<file path="src/rtl/conv_pkg.sv">
// Shared geometry defaults, pixel type and pointer-width helper for the convolve
// output path.
package conv_pkg;

  localparam int BITS            = 9;
  localparam int KERNEL_SIZE     = 3;
  localparam int IMG_LENGTH      = 16;
  localparam int OUT_DIM         = IMG_LENGTH - KERNEL_SIZE + 1;
  localparam int FRAME_POSITIONS = OUT_DIM * IMG_LENGTH;

  typedef logic [BITS-1:0] pixel_t;

  // Pointer width for a table of 'depth' entries; never narrower than one bit.
  function automatic int ptr_w(input int depth);
    return (depth > 1) ? $clog2(depth) : 1;
  endfunction

  function automatic int out_dim(input int img_length, input int kernel_size);
    return img_length - kernel_size + 1;
  endfunction

endpackage

</file>
<file path="src/rtl/conv_sync_fifo.sv">
// Single-clock FIFO with active-low sync reset; a push is accepted while full
// when a pop happens in the same cycle.
module conv_sync_fifo #(
  parameter int WIDTH = 9,
  parameter int DEPTH = 16
) (
  input  logic                     clk,
  input  logic                     reset_n,
  input  logic                     push,
  input  logic                     pop,
  input  logic [WIDTH-1:0]         din,
  output logic [WIDTH-1:0]         dout,
  output logic                     full,
  output logic                     empty,
  output logic [$clog2(DEPTH):0]   count
);
  import conv_pkg::*;

  localparam int AW = ptr_w(DEPTH);
  localparam logic [$clog2(DEPTH):0] FULL_CNT = ($clog2(DEPTH)+1)'(DEPTH);

  logic [WIDTH-1:0] mem [DEPTH];
  logic [AW-1:0]    wr_ptr;
  logic [AW-1:0]    rd_ptr;
  logic             wr_en;
  logic             rd_en;

  assign full  = (count == FULL_CNT);
  assign empty = (count == '0);
  assign rd_en = pop && !empty;
  assign wr_en = push && (!full || rd_en);
  // Head is read straight from storage; forced to zero while empty so reset shows 0.
  assign dout  = empty ? '0 : mem[rd_ptr];

  always_ff @(posedge clk) begin
    if (wr_en) mem[wr_ptr] <= din;
  end

  always_ff @(posedge clk) begin
    if (!reset_n) begin
      wr_ptr <= '0;
      rd_ptr <= '0;
      count  <= '0;
    end else begin
      if (wr_en) wr_ptr <= wr_ptr + 1'b1;
      if (rd_en) rd_ptr <= rd_ptr + 1'b1;
      case ({wr_en, rd_en})
        2'b10:   count <= count + 1'b1;
        2'b01:   count <= count - 1'b1;
        default: count <= count;
      endcase
    end
  end

endmodule

</file>
<file path="src/rtl/conv_out_collector.sv">
// Collects the convolve pixel stream, drops row-wrap windows and buffers kept pixels.
// Optional CONV_OUT_STATS_EN adds max_pix, the per-frame maximum of kept pixels.
module conv_out_collector #(
  parameter int BITS        = conv_pkg::BITS,
  parameter int KERNEL_SIZE = conv_pkg::KERNEL_SIZE,
  parameter int IMG_LENGTH  = conv_pkg::IMG_LENGTH,
  parameter int FIFO_DEPTH  = 16
) (
  input  logic                          clk,
  input  logic                          reset_n,
  input  logic [BITS-1:0]               pix_in,
  input  logic                          pix_valid_in,
  output logic [BITS-1:0]               out_data,
  output logic                          out_valid,
  input  logic                          out_ready,
  output logic [$clog2(FIFO_DEPTH):0]   fill_level,
  output logic                          frame_done,
  output logic                          overflow,
  input  logic                          clear_overflow
`ifdef CONV_OUT_STATS_EN
  ,
  output logic [BITS-1:0]               max_pix
`endif
);
  import conv_pkg::*;

  localparam int ROWS = out_dim(IMG_LENGTH, KERNEL_SIZE);
  localparam int CW   = ptr_w(IMG_LENGTH);
  localparam int RW   = ptr_w(ROWS);
  localparam logic [CW-1:0] COL_LAST     = CW'(IMG_LENGTH - 1);
  localparam logic [CW-1:0] COL_KEEP_MAX = CW'(IMG_LENGTH - KERNEL_SIZE);
  localparam logic [RW-1:0] ROW_LAST     = RW'(ROWS - 1);

  logic [CW-1:0] col_p0;
  logic [RW-1:0] row_p0;
  logic          keep;
  logic          pop;
  logic          full;
  logic          empty;
  logic          drop;
  logic          last_pos;

  assign last_pos  = (col_p0 == COL_LAST) && (row_p0 == ROW_LAST);
  assign keep      = pix_valid_in && (col_p0 <= COL_KEEP_MAX);
  assign out_valid = !empty;
  assign pop       = out_valid && out_ready;
  assign drop      = keep && full && !pop;

  // Stage p0: raster position of the incoming pixel
  always_ff @(posedge clk) begin
    if (!reset_n) begin
      col_p0 <= '0;
      row_p0 <= '0;
    end else if (pix_valid_in) begin
      if (col_p0 == COL_LAST) begin
        col_p0 <= '0;
        row_p0 <= (row_p0 == ROW_LAST) ? '0 : row_p0 + 1'b1;
      end else begin
        col_p0 <= col_p0 + 1'b1;
      end
    end
  end

  always_ff @(posedge clk) begin
    if (!reset_n) begin
      frame_done <= 1'b0;
      overflow   <= 1'b0;
    end else begin
      frame_done <= pix_valid_in && last_pos;
      if (drop)                overflow <= 1'b1;
      else if (clear_overflow) overflow <= 1'b0;
    end
  end

  conv_sync_fifo #(
    .WIDTH (BITS),
    .DEPTH (FIFO_DEPTH)
  ) u_fifo (
    .clk     (clk),
    .reset_n (reset_n),
    .push    (keep),
    .pop     (pop),
    .din     (pix_in),
    .dout    (out_data),
    .full    (full),
    .empty   (empty),
    .count   (fill_level)
  );

`ifdef CONV_OUT_STATS_EN
  logic [BITS-1:0] run_max_p0;
  logic [BITS-1:0] run_next;
  logic            first_pos;

  // Top-left position is always kept, so it restarts the running maximum.
  assign first_pos = (col_p0 == '0) && (row_p0 == '0);

  always_comb begin
    run_next = run_max_p0;
    if (keep && (first_pos || (pix_in > run_max_p0))) run_next = pix_in;
  end

  always_ff @(posedge clk) begin
    if (!reset_n) begin
      run_max_p0 <= '0;
      max_pix    <= '0;
    end else begin
      run_max_p0 <= run_next;
      if (pix_valid_in && last_pos) max_pix <= run_next;
    end
  end
`endif

endmodule

</file>
<file path="config.mk">
export PLATFORM = sky130hd
export DESIGN_NAME = conv_out_collector
export DESIGN_NICKNAME = d
export VERILOG_FILES = /design/src/rtl/conv_pkg.sv /design/src/rtl/conv_sync_fifo.sv /design/src/rtl/conv_out_collector.sv
export SDC_FILE = /design/constraint.sdc
export NUM_CORES = 1
export LEC_CHECK = 0
export CORE_ASPECT_RATIO = 1.1
export CORE_MARGIN = 3
export CORE_UTILIZATION = 30
export CTS_CLUSTER_DIAMETER = 100
export DETAILED_ROUTE_END_ITERATION = 10
export PLACE_DENSITY = 0.52
export SLEW_MARGIN = 20
export SYNTH_ARGS = -nofsm -noshare
export SYNTH_HDL_FRONTEND = slang
export SYNTH_SLANG_ARGS = --single-unit
</file>
<file path="constraint.sdc">
create_clock -name clk -period 4.2 [get_ports clk]
set_input_delay 0.84 -clock clk [delete_from_list [all_inputs] [get_ports clk]]
set_output_delay 0.84 -clock clk [all_outputs]
set_load 0.02 [all_outputs]
</file>
-- Yosys cells after proc, flatten, opt, wreduce, memory -nomap -nowiden
Memory sizes are Yosys's and may differ from the RTL's. A register that Yosys moved wholly into a read port is not among the register bits.
Index checks and enable logic that the tools add are counted.
- bits in registers: 23
- logic and storage cells: 46
- memories kept: 1
- input bits: 14
- bits in writable memories: 144
- output and inout port bits: 17
- memory list (name ; words ; width ; read ports ; clocked after memory_dff ; wr ports ; RTL line ; text):
    u_fifo.mem ; 16 ; 9 ; 1 ; 1 ; 1 ; conv_sync_fifo.sv:22 ; logic [WIDTH-1:0] mem [DEPTH];
- eq/ne operators: 5
- mux-type cells: 10
- add/subtract/negate cells: 6
- reduce and logical (&&, ||, !) cells: 16
- $lt $le $gt $ge: 1
- operators with widths (cell ; count):
    $add 4x1->4 const B ; 4
    $mux 4 ; 4
    $pmux 5 s2 ; 1
    $mux 9 ; 1
    $eq 4x4->1 const B ; 2
    $logic_and 1x1->1 ; 8
    $add 5x1->5 const B ; 1
    $eq 5x5->1 const B ; 1
    $logic_not 5->1 ; 1
    $sub 5x1->5 const B ; 1
    $le 4x4->1 const B ; 1
    $mux 1 ; 4
    $reduce_bool 2->1 ; 2
    $logic_not 1->1 ; 3
    $eq 2x1->1 const B ; 1
    $eq 2x2->1 const B ; 1
    $reduce_and 2->1 ; 1
    $logic_or 1x1->1 ; 1

-- Longest topological paths before layout
- word-level depth: 8
- depth in mapped cells: 11
- gate-level depth less buffers: 11

-- Modules after synthesis
A second synthesis with hierarchy kept.
- cells, all modules: 411
- area total of the unflattened synthesis: 7134.3 µm²
- by module, submodules not included (module ; cells each ; area each (µm²) ; instances ; seq. area each (µm²)):
    conv_sync_fifo ; 354 ; 6611.3 ; 1 ; 4664.5
    conv_out_collector ; 57 ; 523.0 ; 1 ; 200.2

-- Least setup slack after synthesis
Ideal clock, no wire load.
- kind: flip-flop to flip-flop
- start point: reg u_fifo.count[0]
- end point: reg u_fifo.count[4]
- data required time: 4.071 ns
- data arrival time: 2.540 ns
- stages on the path, launching flop included: 12
- slack: 1.531 ns
- cell sequence: dfxtp_1 > or4_4 > o21a_1 > buf_6 > nand2_8 > inv_6 > ha_1 > nor2b_1 > o21ai_0 > a2111o_1 > a21oi_1 > nor3b_2
- cells in the longest elaborated chain, start to end: 8
- elaborated cells on any way between the ends: 14
- RTL lines (item ; RTL line ; text):
    start: declaration ; conv_sync_fifo.sv:15 ; output logic [$clog2(DEPTH):0] count
    start signal: assignment ; conv_sync_fifo.sv:48 ; 2'b10: count <= count + 1'b1;
    start signal: assignment ; conv_sync_fifo.sv:49 ; 2'b01: count <= count - 1'b1;
    start signal: assignment ; conv_sync_fifo.sv:50 ; default: count <= count;
    $logic_not 5->1 ; conv_sync_fifo.sv:29 ; assign empty = (count == '0);
    $logic_not 1->1 ; conv_sync_fifo.sv:30, conv_out_collector.sv:45 ;
    $logic_and 1x1->1 ; conv_out_collector.sv:46 ; assign pop = out_valid && out_ready;
    $logic_and 1x1->1 ; conv_sync_fifo.sv:30 ; assign rd_en = pop && !empty;
    $logic_or 1x1->1 ; conv_sync_fifo.sv:31 ; assign wr_en = push && (!full || rd_en);
    $logic_and 1x1->1 ; conv_sync_fifo.sv:31 ;
    $eq 2x1->1 or $eq 2x2->1 (tied branches) ; conv_sync_fifo.sv:47 ; case ({wr_en, rd_en})
    $pmux 5 s2 or $reduce_bool 2->1 (tied branches) ; -- ;
Several ways; a longest one is shown, not always the timed one.
A chain may end at the register's enable or synchronous reset.

==> results.md <==
* Post-DP HPWL at 8.538 mm
* Cell depth of the worst flop-to-flop path at 10
* Synthesized instance count at 388
* Gr ovfl total at 0
* # hold bufs at CTS at 0
* Rel. slew slack at 53.54%
* Final nets at 467
* Rows at 57
* Clk slew on worst S/H paths at 0.07 ns
* Initial Util at 30.83%
* Crit path max-delay family: buffers and inverters
* PostCTS Resize Cnt at 0
* Final Hold Fails at 0
* CP Depth at 6
* Syn nets at 414
* Root buffer cell: clkbuf_16
* Area grow syn2layout at 19.44%
* CTS tree: yes
* Most frequent cells in the layout: 144 x edfxtp_1, 36 x mux4_2, 30 x clkdlybuf4s50_1, 26 x nor2_1, 26 x dfxtp_1
* CP max stage cell: dfxtp_2
* Synthesized area per cell at 17.74 µm²
* Hold Crit Depth at 2
* Initial DRC count at 180
* IO Port Bufs at 30
* Buf+Inv Stages, Crit Path at 3
* R2R setup slack at 1.26 ns
* Leak at 0.002572 µW
* Worst Hold Path EP: frame_done$_SDFF_PN0_
* Initial antenna violation count at 0
* Vias at 3476
* Pre-antenna DRT Iters at 4
* RSZ-0062 raised after global routing: no
* Synth cell types at 46
* Ant diodes at 0
* Power Density at 568.4 mW/mm²
* Crit path arrival time at 2.82 ns
* Tcrit/Tclk final at 87.17%
* Commonest non-fill, non-tap cell in the layout: edfxtp_1
* Crit-path max cell delay at 0.57 ns
* GPL Wtd Cong at 0.7865
* CTS sink count at 171
* Yosys warns at 0
* Via density at 4.641
* Fmax at 273.1 MHz
* Max-Cap Viols at 0
* Clock latency on the worst-skew pair at 0.42 ns
* Worst Path Required at 3.36 ns
* Worst-margin pin slew at 0.6961 ns
* Largest net degree at the start of global routing at 37
* Most used DFF post-synth: edfxtp_1
* Die Y at 164.8 µm
* Outcome: finished, final reports clean
* Finished Core Util at 36.82%
* Mapped Area at 0.006882 mm²
* Worst hold path type: flop to flop
* Final antenna-violating net count at 0
* Critical path class: flop to primary output
* Post-synth EDFFs at 144
* First-pass GRT wire length at 20.62 mm
* Reg-to-reg startpoint: u_fifo.count[1]$_SDFFE_PN0P_
* Die Wd at 150.4 µm
* Layout cells sized above 1 at 21.37%
* Worst-path fanout max at 23
* CP endpoint kind: primary output
* Post-synth ARST share at 0%
* IO Pins at 31
* Post-CTS setup buffers at 0
* Peak supply drop at 0.2936 mV
* H-tree Lvls at 4
* Final Skew at 0.01261 ns
* Min Tclk post-route at 3.661 ns
* Clock tree buffer depth at 2
* Sequential fraction of the synthesis area at 70.69%
* Hold wc startpoint: row_p0[3]$_SDFFE_PN0P_
* Residual DRC at 0
* Worst Slack Setup Final at 0.5388 ns
* RR Endpoint: u_fifo.count[4]$_SDFFE_PN0P_
* Core box area at 0.02232 mm²
* Worst slack, placed at 0.7279 ns
* Num CTS Buffers at 17
* Fin Setup TNS at 0 ns
* Critical path, cell by cell: buf_12, buf_4, mux4_2, mux2i_1, o22ai_1, clkdlybuf4s50_1
* Final wirelength at 13.31 mm
* Routed len/inst at 17.78 µm
* Total GRT Usage at 11.45%
* #FFs+latches synth at 171
* Final Max Slew Viols at 0
* Setup violators final at 0
* Die area at 0.02479 mm²
* CP startpoint kind: flop
* Vias in the first global route at 3644
cell usage after synthesis (2+ instances only):
cell type,number,area [µm²]
a21oi_1,12,60.06
o21ai_0,6,30.03
dfxtp_1,27,540.5
nand2_1,14,52.55
nor2b_1,2,12.51
xor2_1,5,43.79
buf_2,4,20.02
or3_1,2,12.51
o22ai_1,9,56.30
mux2i_1,19,190.2
a21o_1,2,15.01
nand4_1,3,18.77
nand2b_1,5,31.28
mux4_2,36,810.8
nor2_1,26,97.59
edfxtp_1,144,4324
xnor2_1,5,43.79
inv_1,10,37.54
ha_1,11,137.6
nor3_1,6,30.03
nand3_1,6,30.03
clkbuf_1,9,33.78
buf_1,2,7.510
worst max-delay path by stage:
| stage | end | from | slack [ns] |
|---|---|---|---|
| 2_1_floorplan | u_fifo.count[4]$_SDFFE_PN0P_ | u_fifo.count[0]$_SDFFE_PN0P_ | 1.53 |
| 3_3_place_gp | u_fifo.count[4]$_SDFFE_PN0P_ | out_ready | 0.85 |
| 3_5_place_dp | u_fifo.count[4]$_SDFFE_PN0P_ | out_ready | 0.73 |
| 4_1_cts | out_data[2] | flop | 0.43 |
| 5_1_grt | out_data[2] | flop | 0.27 |
| 6_report | out_data[2] | flop | 0.54 |
where the power goes:
| group | switching (µW) | internal, µW |
|---|---|---|
| combinational | 614 | 596 |
| clock | 699 | 790 |
| sequential | 68.8 | 1900 |
worst reg2reg max path, stage by stage (launching register included):
cell and delay, ns:
dfxtp_1 0.36, or4_4 0.57, o21a_1 0.36, nand2_8 0.15, inv_6 0.05, ha_1 0.32
nor2b_1 0.16, o21ai_0 0.12, a2111o_1 0.45, a21oi_1 0.20, nor3b_2 0.07
cell families (layout without fill, tap and decap cells):
family                     after synthesis  in the layout  share of synthesized area, %
adders and majority gates               12             12                         2.291
buffers and inverters                   27             93                         1.727
AOI/OAI and AO/OA                       39             39                         3.764
and+or+nand+nor                         74             74                         5.709
DFF                                    171            171                         70.69
muxes                                   55             55                         14.55
xor gates and xnor gates                10             10                         1.273
cell type report:
class / count / area [µm²]
Fill cell: 2057 / 14100
Timing Repair Buffer: 50 / 462.9
Clock buffer: 17 / 425.4
Clock inverter: 15 / 151.4
Tap cell: 295 / 369.1
Multi-Input combinational cell: 190 / 1898
Sequential cell: 171 / 4866
Inverter: 11 / 46.29
state kept, by name, indices dropped and copies added (netlist names), named ones only:
signal and flops:
col_p0 4, frame_done 1, overflow 1, row_p0 4
u_fifo.count 5, u_fifo.mem 144, u_fifo.rd_ptr 4, u_fifo.wr_ptr 4
per-stage QoR:
| step | area [µm²] | instances | hold WS (ns) | power (µW) |
|---|---|---|---|---|
| after detailed placement | 7642 | 717 | 0.4845 | 3244 |
| after global placement | 7642 | 717 | 0.4798 | 3227 |
| after CTS | 8219 | 749 | 0.4983 | 4747 |
| final | 8219 | 749 | 0.5032 | 4672 |
| after global routing | 8219 | 749 | 0.5293 | 4904 |
| after floorplan | 6882 | 388 | 0.4504 | 2815 |
layer usage:
layer  up-vias  part of all wire [%]  track usage [%]
li1       1640                     -                -
met1      1755                    45            14.45
met2        68                    49            19.05
met3        13                   4.1            3.485
met4         0                   1.4            3.328
met5         -                     0                0
Note: power is estimated with default switching activity, not from simulation.
